--- src/rtl/osc_scheduler_pkg.sv ---
// Shared types and constants for the oscillator scheduler slice: the
// per-oscillator wave-generator config record, scheduler FSM states and
// default sizing used by control_unit, the wavegen core and the mixer.
package osc_scheduler_pkg;

  // Number of oscillators sequenced through the shared core each sample period
  localparam int N_OSCILLATORS = 4;
  // Width of the signed sample produced by the wavegen core
  localparam int SAMPLE_WIDTH  = 24;

  typedef enum logic [1:0] {
    WAVE_SINE   = 2'd0,
    WAVE_SQUARE = 2'd1,
    WAVE_SAW    = 2'd2,
    WAVE_TRI    = 2'd3
  } wave_shape_t;

  // One oscillator's generator configuration as published by control_unit
  typedef struct packed {
    logic        enable;
    wave_shape_t shape;
    logic [23:0] phase_inc;
    logic [15:0] amplitude;
  } wavegen_t;

  typedef enum logic [1:0] {
    IDLE  = 2'd0,
    ISSUE = 2'd1,
    DRAIN = 2'd2
  } osc_sched_state_t;

  // Index width that stays legal for a single-oscillator build
  function automatic int osc_idx_width(input int n);
    return (n > 1) ? $clog2(n) : 1;
  endfunction

endpackage

--- src/rtl/osc_scheduler.sv ---
// Once per sample period: snapshots the live oscillator configs into a
// shadow copy, issues one request per oscillator to the shared wavegen core
// over valid/ready, sums the in-order results and emits a single mixed sample.
// The accumulator is wide enough that the sum of N_OSC full-scale negative
// samples cannot wrap, so no saturation is needed.
module osc_scheduler
  import osc_scheduler_pkg::*;
#(
  parameter int N_OSC    = N_OSCILLATORS,
  parameter int SAMPLE_W = SAMPLE_WIDTH
) (
  input  logic                                      clk,
  input  logic                                      rstn,
  input  logic                                      sample_tick,
  input  logic                                      cfg_update,
  input  wavegen_t [N_OSC-1:0]                      wave_gens_in,
  output logic                                      osc_valid,
  input  logic                                      osc_ready,
  output logic [osc_idx_width(N_OSC)-1:0]           osc_idx,
  output wavegen_t                                  osc_cfg,
  input  logic                                      res_valid,
  input  logic signed [SAMPLE_W-1:0]                res_sample,
  output logic                                      mix_valid,
  output logic signed [SAMPLE_W+$clog2(N_OSC)-1:0]  mix_out,
  output logic                                      overrun,
  output logic                                      proto_err
);

  localparam int ACC_W = SAMPLE_W + $clog2(N_OSC);
  localparam int IDX_W = osc_idx_width(N_OSC);
  localparam int CNT_W = $clog2(N_OSC + 1);

  localparam logic [IDX_W-1:0] LAST_IDX = IDX_W'(N_OSC - 1);
  localparam logic [CNT_W-1:0] LAST_RES = CNT_W'(N_OSC - 1);

  osc_sched_state_t        state_reg;
  logic                    pending_reg;
  logic [CNT_W-1:0]        res_cnt_reg;
  logic signed [ACC_W-1:0] acc_reg;
  wavegen_t                shadow_reg [N_OSC];

  logic                    frame_start;
  logic                    shadow_load;
  logic                    xfer;
  logic                    res_take;
  logic                    last_res;
  logic signed [ACC_W-1:0] res_ext;

  // A frame starts only from IDLE; the shadow reloads only if new config
  // was announced since the last load (including on this very cycle).
  assign frame_start = (state_reg == IDLE) && sample_tick;
  assign shadow_load = frame_start && (pending_reg || cfg_update);

  // osc_valid is only ever high in ISSUE, so this is the request transfer
  assign xfer     = osc_valid && osc_ready;
  // Results count only while a frame is open; the FSM leaves for IDLE on the
  // N_OSC-th result, so an open frame never sees more than N_OSC of them
  assign res_take = res_valid && (state_reg != IDLE);
  assign last_res = res_take && (res_cnt_reg == LAST_RES);
  assign res_ext  = ACC_W'(res_sample);

  // The request payload always reflects the frame's frozen config
  assign osc_cfg = shadow_reg[osc_idx];

  // Shadow config: copied atomically from the live array only at a frame start
  always_ff @(posedge clk) begin
    if (!rstn) begin
      for (int i = 0; i < N_OSC; i++) begin
        shadow_reg[i] <= '0;
      end
    end else if (shadow_load) begin
      for (int i = 0; i < N_OSC; i++) begin
        shadow_reg[i] <= wave_gens_in[i];
      end
    end
  end

  // Frame sequencing FSM: request issue, result accumulation, mix output and sticky flags
  always_ff @(posedge clk) begin
    if (!rstn) begin
      state_reg   <= IDLE;
      pending_reg <= 1'b0;
      res_cnt_reg <= '0;
      acc_reg     <= '0;
      osc_valid   <= 1'b0;
      osc_idx     <= '0;
      mix_valid   <= 1'b0;
      mix_out     <= '0;
      overrun     <= 1'b0;
      proto_err   <= 1'b0;
    end else begin
      mix_valid <= 1'b0;

      // Config announcements coalesce until the next frame start consumes them
      if (cfg_update) begin
        pending_reg <= 1'b1;
      end

      if (sample_tick && (state_reg != IDLE)) begin
        overrun <= 1'b1;
      end

      // A result with no open frame is dropped without touching the accumulator
      if (res_valid && (state_reg == IDLE)) begin
        proto_err <= 1'b1;
      end

      case (state_reg)
        IDLE: begin
          if (sample_tick) begin
            // Clearing here also absorbs a cfg_update coincident with the tick,
            // since that update is the one being loaded right now
            pending_reg <= 1'b0;
            acc_reg     <= '0;
            res_cnt_reg <= '0;
            osc_idx     <= '0;
            osc_valid   <= 1'b1;
            state_reg   <= ISSUE;
          end
        end

        ISSUE: begin
          if (xfer) begin
            if (osc_idx == LAST_IDX) begin
              osc_valid <= 1'b0;
              state_reg <= DRAIN;
            end else begin
              osc_idx <= osc_idx + IDX_W'(1);
            end
          end
        end

        DRAIN: begin
          // Waiting only for the remaining results
        end

        default: begin
          osc_valid <= 1'b0;
          state_reg <= IDLE;
        end
      endcase

      // Placed after the case so the final result's return to IDLE wins
      if (res_take) begin
        acc_reg     <= acc_reg + res_ext;
        res_cnt_reg <= res_cnt_reg + CNT_W'(1);
        if (last_res) begin
          mix_out   <= acc_reg + res_ext;
          mix_valid <= 1'b1;
          osc_valid <= 1'b0;
          state_reg <= IDLE;
        end
      end
    end
  end

endmodule
--- config.mk ---
export PLATFORM = sky130hd
export DESIGN_NAME = osc_scheduler
export DESIGN_NICKNAME = d
export VERILOG_FILES = /design/src/rtl/osc_scheduler_pkg.sv /design/src/rtl/osc_scheduler.sv
export SDC_FILE = /design/constraint.sdc
export NUM_CORES = 1
export LEC_CHECK = 0
export CAP_MARGIN = 5
export CORE_ASPECT_RATIO = 0.8
export CORE_MARGIN = 2
export CORE_UTILIZATION = 45
export DETAILED_ROUTE_END_ITERATION = 10
export PLACE_DENSITY = 0.71
export SYNTH_ARGS = -nofsm -noshare
export SYNTH_HDL_FRONTEND = slang
export SYNTH_SLANG_ARGS = --single-unit
--- constraint.sdc ---
create_clock -name clk -period 23.4 [get_ports clk]
set_input_delay 4.68 -clock clk [delete_from_list [all_inputs] [get_ports clk]]
set_output_delay 4.68 -clock clk [all_outputs]
set_load 0.05 [all_outputs]
==> flow_summary.json, run 1 <==
{
  "reg2reg_to": "shadow_reg[0][28]",
  "skew_ns": 0.00882,
  "slowest_delay_ns": 0.96,
  "cts_tree": "built",
  "synthAdderAreaFrac_pct": 3.45,
  "ys_seq_area_share_pct": 60.4,
  "synth_xor_area_share_pct": 1.87,
  "reg2reg_slack_ns": 20.39,
  "cp-end-kind": "primary output",
  "syn-instance-count": 787,
  "grt_start_max_net_pins": 136,
  "switching_power_uw": 251,
  "fin_util_pct": 62.8,
  "power.density_mw_per_mm2": 71.0,
  "synth_top_family_by_area": "simple AND/OR/NAND/NOR gates",
  "r2r_start": "state_reg[0]",
  "p_leak_nw": 5.56,
  "port_buffers": 276,
  "p_seq_share_pct": 46.9,
  "syn_nets": 1018,
  "cts.reportedPaths.clkPinSlew_ns": 0.06,
  "max-slew-margin-rel_pct": 27.0,
  "p_sw_share_pct": 24.1,
  "vias_per_cell": 5.21,
  "drive_above_1_share_pct": 9.37,
  "cts_setup_buffers": 0,
  "cp.arrival_ns": 2.91,
  "numClockSinks": 238,
  "grt_pass1_vias": 7234,
  "clock_power_share_pct": 39.3,
  "synthDistinctLibCells": 47,
  "synthArstFlopShare_pct": 0,
  "holdPathEnd": "overrun",
  "path_cells": "mux4_2 > clkdlybuf4s50_1",
  "worstRegToRegCells": 5,
  "final_area_mm2": 0.0147,
  "globalRouteTotalUtil_pct": 20.5,
  "placed_area_mm2": 0.0138,
  "drtAntennaViolNets": 0,
  "status": "completed",
  "wl_met2_mm": 12.1,
  "combPwrFrac_pct": 13.8,
  "remaining_drc_errors": 0,
  "num_rows": 50,
  "grt_setup_unrepaired": "false",
  "dr.first_iter.drc_count": 450,
  "met3_length_mm": 1.91,
  "path_class": "register to primary output",
  "via_count": 7258,
  "antenna_found_initial": 4,
  "yosys_warnings": 0,
  "maxCapViolCount": 0,
  "largest_reg_flops": 172,
  "wl_met1_mm": 11.4,
  "cts_buffer_depth": 3,
  "min_path_cells": 2,
  "min_from": "overrun",
  "syn_area_mm2": 0.0107,
  "gp_congestion": 0.912,
  "grt_pass1_wl_mm": 39.9,
  "wl_mm": 26.4,
  "synth_top_flop_cell": "edfxtp_1",
  "wire_per_inst_um": 19.0,
  "dr.pass1.iters": 4,
  "ir_drop_mv": 0.0457,
  "critical_path.max_fanout": 43,
  "final_nets": 1290,
  "fp.dieW_um": 177,
  "final.setup.tns_ns": 0,
  "avgSynthCellArea_um2": 13.7,
  "fin_crit_ns": 7.59,
  "tightest_slew_ns": 1.09,
  "ys_seq_elements": 238,
  "worst_path_max_delay_cell": "dfxtp_4",
  "area_growth_pct": 36.8,
  "hold_viol_final": 0,
  "synth_edf_count": 172,
  "hpwl_mm": 18.2,
  "cts_resized": 0,
  "setup_viol": 0,
  "clk_latency_ns": 0.52,
  "cts_hold_buffers": 0,
  "start_util_pct": 45.9,
  "h-tree-depth": 1,
  "required_ns": 18.72,
  "synthMuxAreaShare_pct": 9.20,
  "cts-root-buf": "clkbuf_16",
  "core_area_mm2": 0.0234,
  "numCtsBuffers": 26,
  "io_pins": 277,
  "finalCritPeriodShare_pct": 32.4,
  "highest_layer": "met4",
  "crit_path_start_kind": "register",
  "slew_viol_final": 0,
  "hold_path_class": "register to register",
  "grt_overflow_total": 0,
  "synth_compound_area_share_pct": 9.07,
  "die_y_um": 142,
  "fmax_mhz": 132,
  "yosys.area_share.simple_pct": 14.2,
  "intPower_uw": 792,
  "dieArea_mm2": 0.0251
}
[power by group through the flow]
stage	clock network (mW)	registers, mW	logic, mW
finish	0.410	0.489	0.144
global route	0.435	0.492	0.154
CTS	0.419	0.490	0.145
detailed placement	0	0.498	0.144
global placement	0	0.497	0.143
floorplan	0	0.504	0.0823
[critical path, delay by kind of cell, from the launching register on]
kind,cells,cell delay [ns]
buf+inv,1,0.78
mux,1,0.62
flops,1,0.96
[layout make-up]
type	instances	area, um2
fillers	1844	8700
well taps	312	390
diodes	4	10.0
clock buffers	29	683
repair buffers	285	2830
flip-flops and latches	238	6490
clock inverters	18	166
inverters	13	48.8
multi-input cells	495	4080
[cells in the final DEF, fill, tap and decap left out, drive strengths merged, types with 7 or more instances in the layout]
cell type,count
a21o,11
a21oi,33
a22o,34
a22oi,12
and2,173
buf,9
clkbuf,29
clkdlybuf4s50,276
clkinv,13
dfxtp,66
edfxtp,172
ha,28
inv,13
mux4,43
nand2,21
nand3,10
nor2,25
nor2b,17
o21ai,19
xnor2,16
xor2,7
[logic make-up after synthesis]
kind of cell,count (synthesis)
muxes,45
AOI/OAI and AO/OA,137
and+or+nand+nor,261
adders and majority gates,29
buffers and inverters,54
xor gates and xnor gates,23
DFF,238
[routing by layer]
layer	vias to the layer above	track usage, %
met5	-	0
met4	0	7.66
met3	54	5.05
met2	239	31.8
met1	3506	28.1
li1	3459	-
[metrics by stage]
step                      instances  hold slack (ns)  setup slack [ns]  total power [mW]
final                          1394            0.457             15.81              1.04
after floorplan                 787            0.429              5.70             0.586
after detailed placement       1343            0.447             15.60             0.642
after CTS                      1390            0.462             15.71              1.05
after global routing           1394            0.484             15.62              1.08
after global placement         1343            0.447             15.80             0.640
[worst max path at each step]
stage	slack [ns]	end	depth (start not counted)
2_1_floorplan	5.70	shadow_reg[0][0]	2
3_3_place_gp	15.80	mix_out[0]	7
3_5_place_dp	15.60	mix_out[22]	7
4_1_cts	15.71	osc_cfg[3]	2
5_1_grt	15.62	osc_cfg[3]	2
6_report	15.81	osc_cfg[3]	2
[synth_stat cells, types with 4 or more instances]
master    number  area share (%)
a22o_1        34             2.8
ha_1          28             3.3
a21o_1        11            0.77
a31oi_1        4            0.23
and3_1         5            0.29
o21ai_0       18            0.84
nor2_1        25            0.87
nand2_1       20            0.70
nand2b_1       4            0.23
nand3_1       10            0.47
xnor2_1       16             1.3
edfxtp_1     172              48
and2_1       173              10
nor2b_1       16            0.93
clkbuf_1      35             1.2
inv_1         12            0.42
a22oi_1       12            0.84
o21a_1         4            0.28
buf_1          6            0.21
a21oi_1       33             1.5
mux4_2        43             9.0
dfxtp_1       66              12
xor2_1         7            0.57
No activity file was read; power rests on OpenSTA's default activity.
==> inputs of run 2 (changes only) <==
--- a/config.mk
+++ b/config.mk
@@ -10,7 +10,7 @@
 export CORE_MARGIN = 2
 export CORE_UTILIZATION = 45
 export DETAILED_ROUTE_END_ITERATION = 10
-export PLACE_DENSITY = 0.71
+export PLACE_DENSITY = 0.73
 export SYNTH_ARGS = -nofsm -noshare
 export SYNTH_HDL_FRONTEND = slang
 export SYNTH_SLANG_ARGS = --single-unit
==> constraint.sdc (replaced) <==
create_clock -name clk -period 6.8 [get_ports clk]
set_input_delay 1.36 -clock clk [delete_from_list [all_inputs] [get_ports clk]]
set_output_delay 1.36 -clock clk [all_outputs]
set_load 0.05 [all_outputs]
==> flow_summary.json, run 2 (synthesized netlist as in run 1, its figures left out) <==
{
  "antenna_found_initial": 3,
  "final.setup.tns_ns": 0,
  "gp_congestion": 0.863,
  "grt_setup_unrepaired": "false",
  "largest_reg_flops": 172,
  "path_class": "register to primary output",
  "p_leak_nw": 5.55,
  "final_cell_mix": "clkdlybuf4s50_1 (276), and2_1 (173), edfxtp_1 (172), dfxtp_1 (64), mux4_2 (43)",
  "grt_pass1_wl_mm": 39.6,
  "globalRouteTotalUtil_pct": 20.3,
  "vias_per_cell": 5.20,
  "maxCapViolCount": 0,
  "cts_buffer_depth": 3,
  "tightest_slew_ns": 0.949,
  "grt_start_max_net_pins": 98,
  "final_common_cell": "clkdlybuf4s50_1",
  "cp.arrival_ns": 2.89,
  "hold_viol_final": 0,
  "die_y_um": 142,
  "port_buffers": 276,
  "cts.reportedPaths.clkPinSlew_ns": 0.06,
  "final_nets": 1290,
  "fin_crit_ns": 4.25,
  "cts_hold_buffers": 0,
  "fp.dieW_um": 177,
  "numClockSinks": 238,
  "grt_pass1_vias": 7180,
  "wl_mm": 26.0,
  "clk_latency_ns": 0.52,
  "hold_path_class": "register to register",
  "status": "completed",
  "setup_viol": 0,
  "io_pins": 277,
  "power.density_mw_per_mm2": 245,
  "cp-end-kind": "primary output",
  "area_growth_pct": 36.7,
  "min_path_cells": 2,
  "ir_drop_mv": 0.206,
  "remaining_drc_errors": 0,
  "drive_above_1_share_pct": 9.29,
  "pre_cts_ws_ns": 2.45,
  "via_count": 7228,
  "finalCritPeriodShare_pct": 62.5,
  "core_area_mm2": 0.0234,
  "cts_setup_buffers": 0,
  "wire_per_inst_um": 18.7,
  "required_ns": 5.44,
  "cts_tree": "built",
  "slew_viol_final": 0,
  "grt_overflow_total": 0,
  "dr.pass1.iters": 5,
  "dieArea_mm2": 0.0251,
  "num_rows": 50,
  "critical_path.max_fanout": 43,
  "crit_path_start_kind": "register",
  "worst_slack_ns": 2.55,
  "drtAntennaViolNets": 0,
  "dr.first_iter.drc_count": 486,
  "cts-root-buf": "clkbuf_16",
  "max-slew-margin-rel_pct": 36.7,
  "cts_resized": 0,
  "numCtsBuffers": 25,
  "h-tree-depth": 1,
  "skew_ns": 0.0177,
  "fmax_mhz": 235,
  "worstRegToRegCells": 12,
  "hpwl_mm": 18.0,
  "start_util_pct": 45.9,
  "fillers": 1801
}
run 2: layer usage:
layer	track usage (%)	part of all wire (%)	vias up
met3	4.81	7.3	55
met2	32.1	46	237
met1	28.3	44	3472
met4	5.61	3.3	4
li1	-	-	3460
met5	0	0.10	-
run 2: area by class of cell:
class | instances | area (um2) | area share, %
Antenna cell | 1 | 2.50 | 0.0170
Clock buffer | 28 | 637 | 4.33
Inverter | 13 | 48.8 | 0.332
Clock inverter | 16 | 206 | 1.40
Multi-Input combinational cell | 495 | 4080 | 27.8
Timing Repair Buffer | 286 | 2840 | 19.3
Sequential cell | 238 | 6490 | 44.2
Tap cell | 312 | 390 | 2.66
run 2: where the power goes:
part           switching (mW)  internal [mW]  total [mW]
logic                   0.252          0.243       0.495
registers              0.0337           1.65        1.68
clock network           0.564          0.861        1.42
run 2: worst paths after layout:
check | startpoint | endpoint | slack (ns)
max | register | osc_cfg[0] | 2.55
min reg2reg | overrun | overrun | 0.47
min | overrun | overrun | 0.47
max reg2reg | acc_reg[0] | mix_out[24] | 3.95
run 2: per-stage QoR:
step	cell area [um2]	hold WS, ns	total power, mW	std cells	utilization, %
2_1_floorplan	10800	0.429	1.99	787	-
3_3_place_gp	13800	0.448	2.20	1344	59.2
3_5_place_dp	13800	0.448	2.21	1344	59.2
4_1_cts	14700	0.465	3.64	1388	62.8
5_1_grt	14700	0.496	3.74	1389	62.8
6_report	14700	0.465	3.60	1389	62.8
run 2: critical path, stage by stage, from the launching register on:
cell and delay (ns):
dfxtp_4 0.97, mux4_2 0.61, clkdlybuf4s50_1 0.76
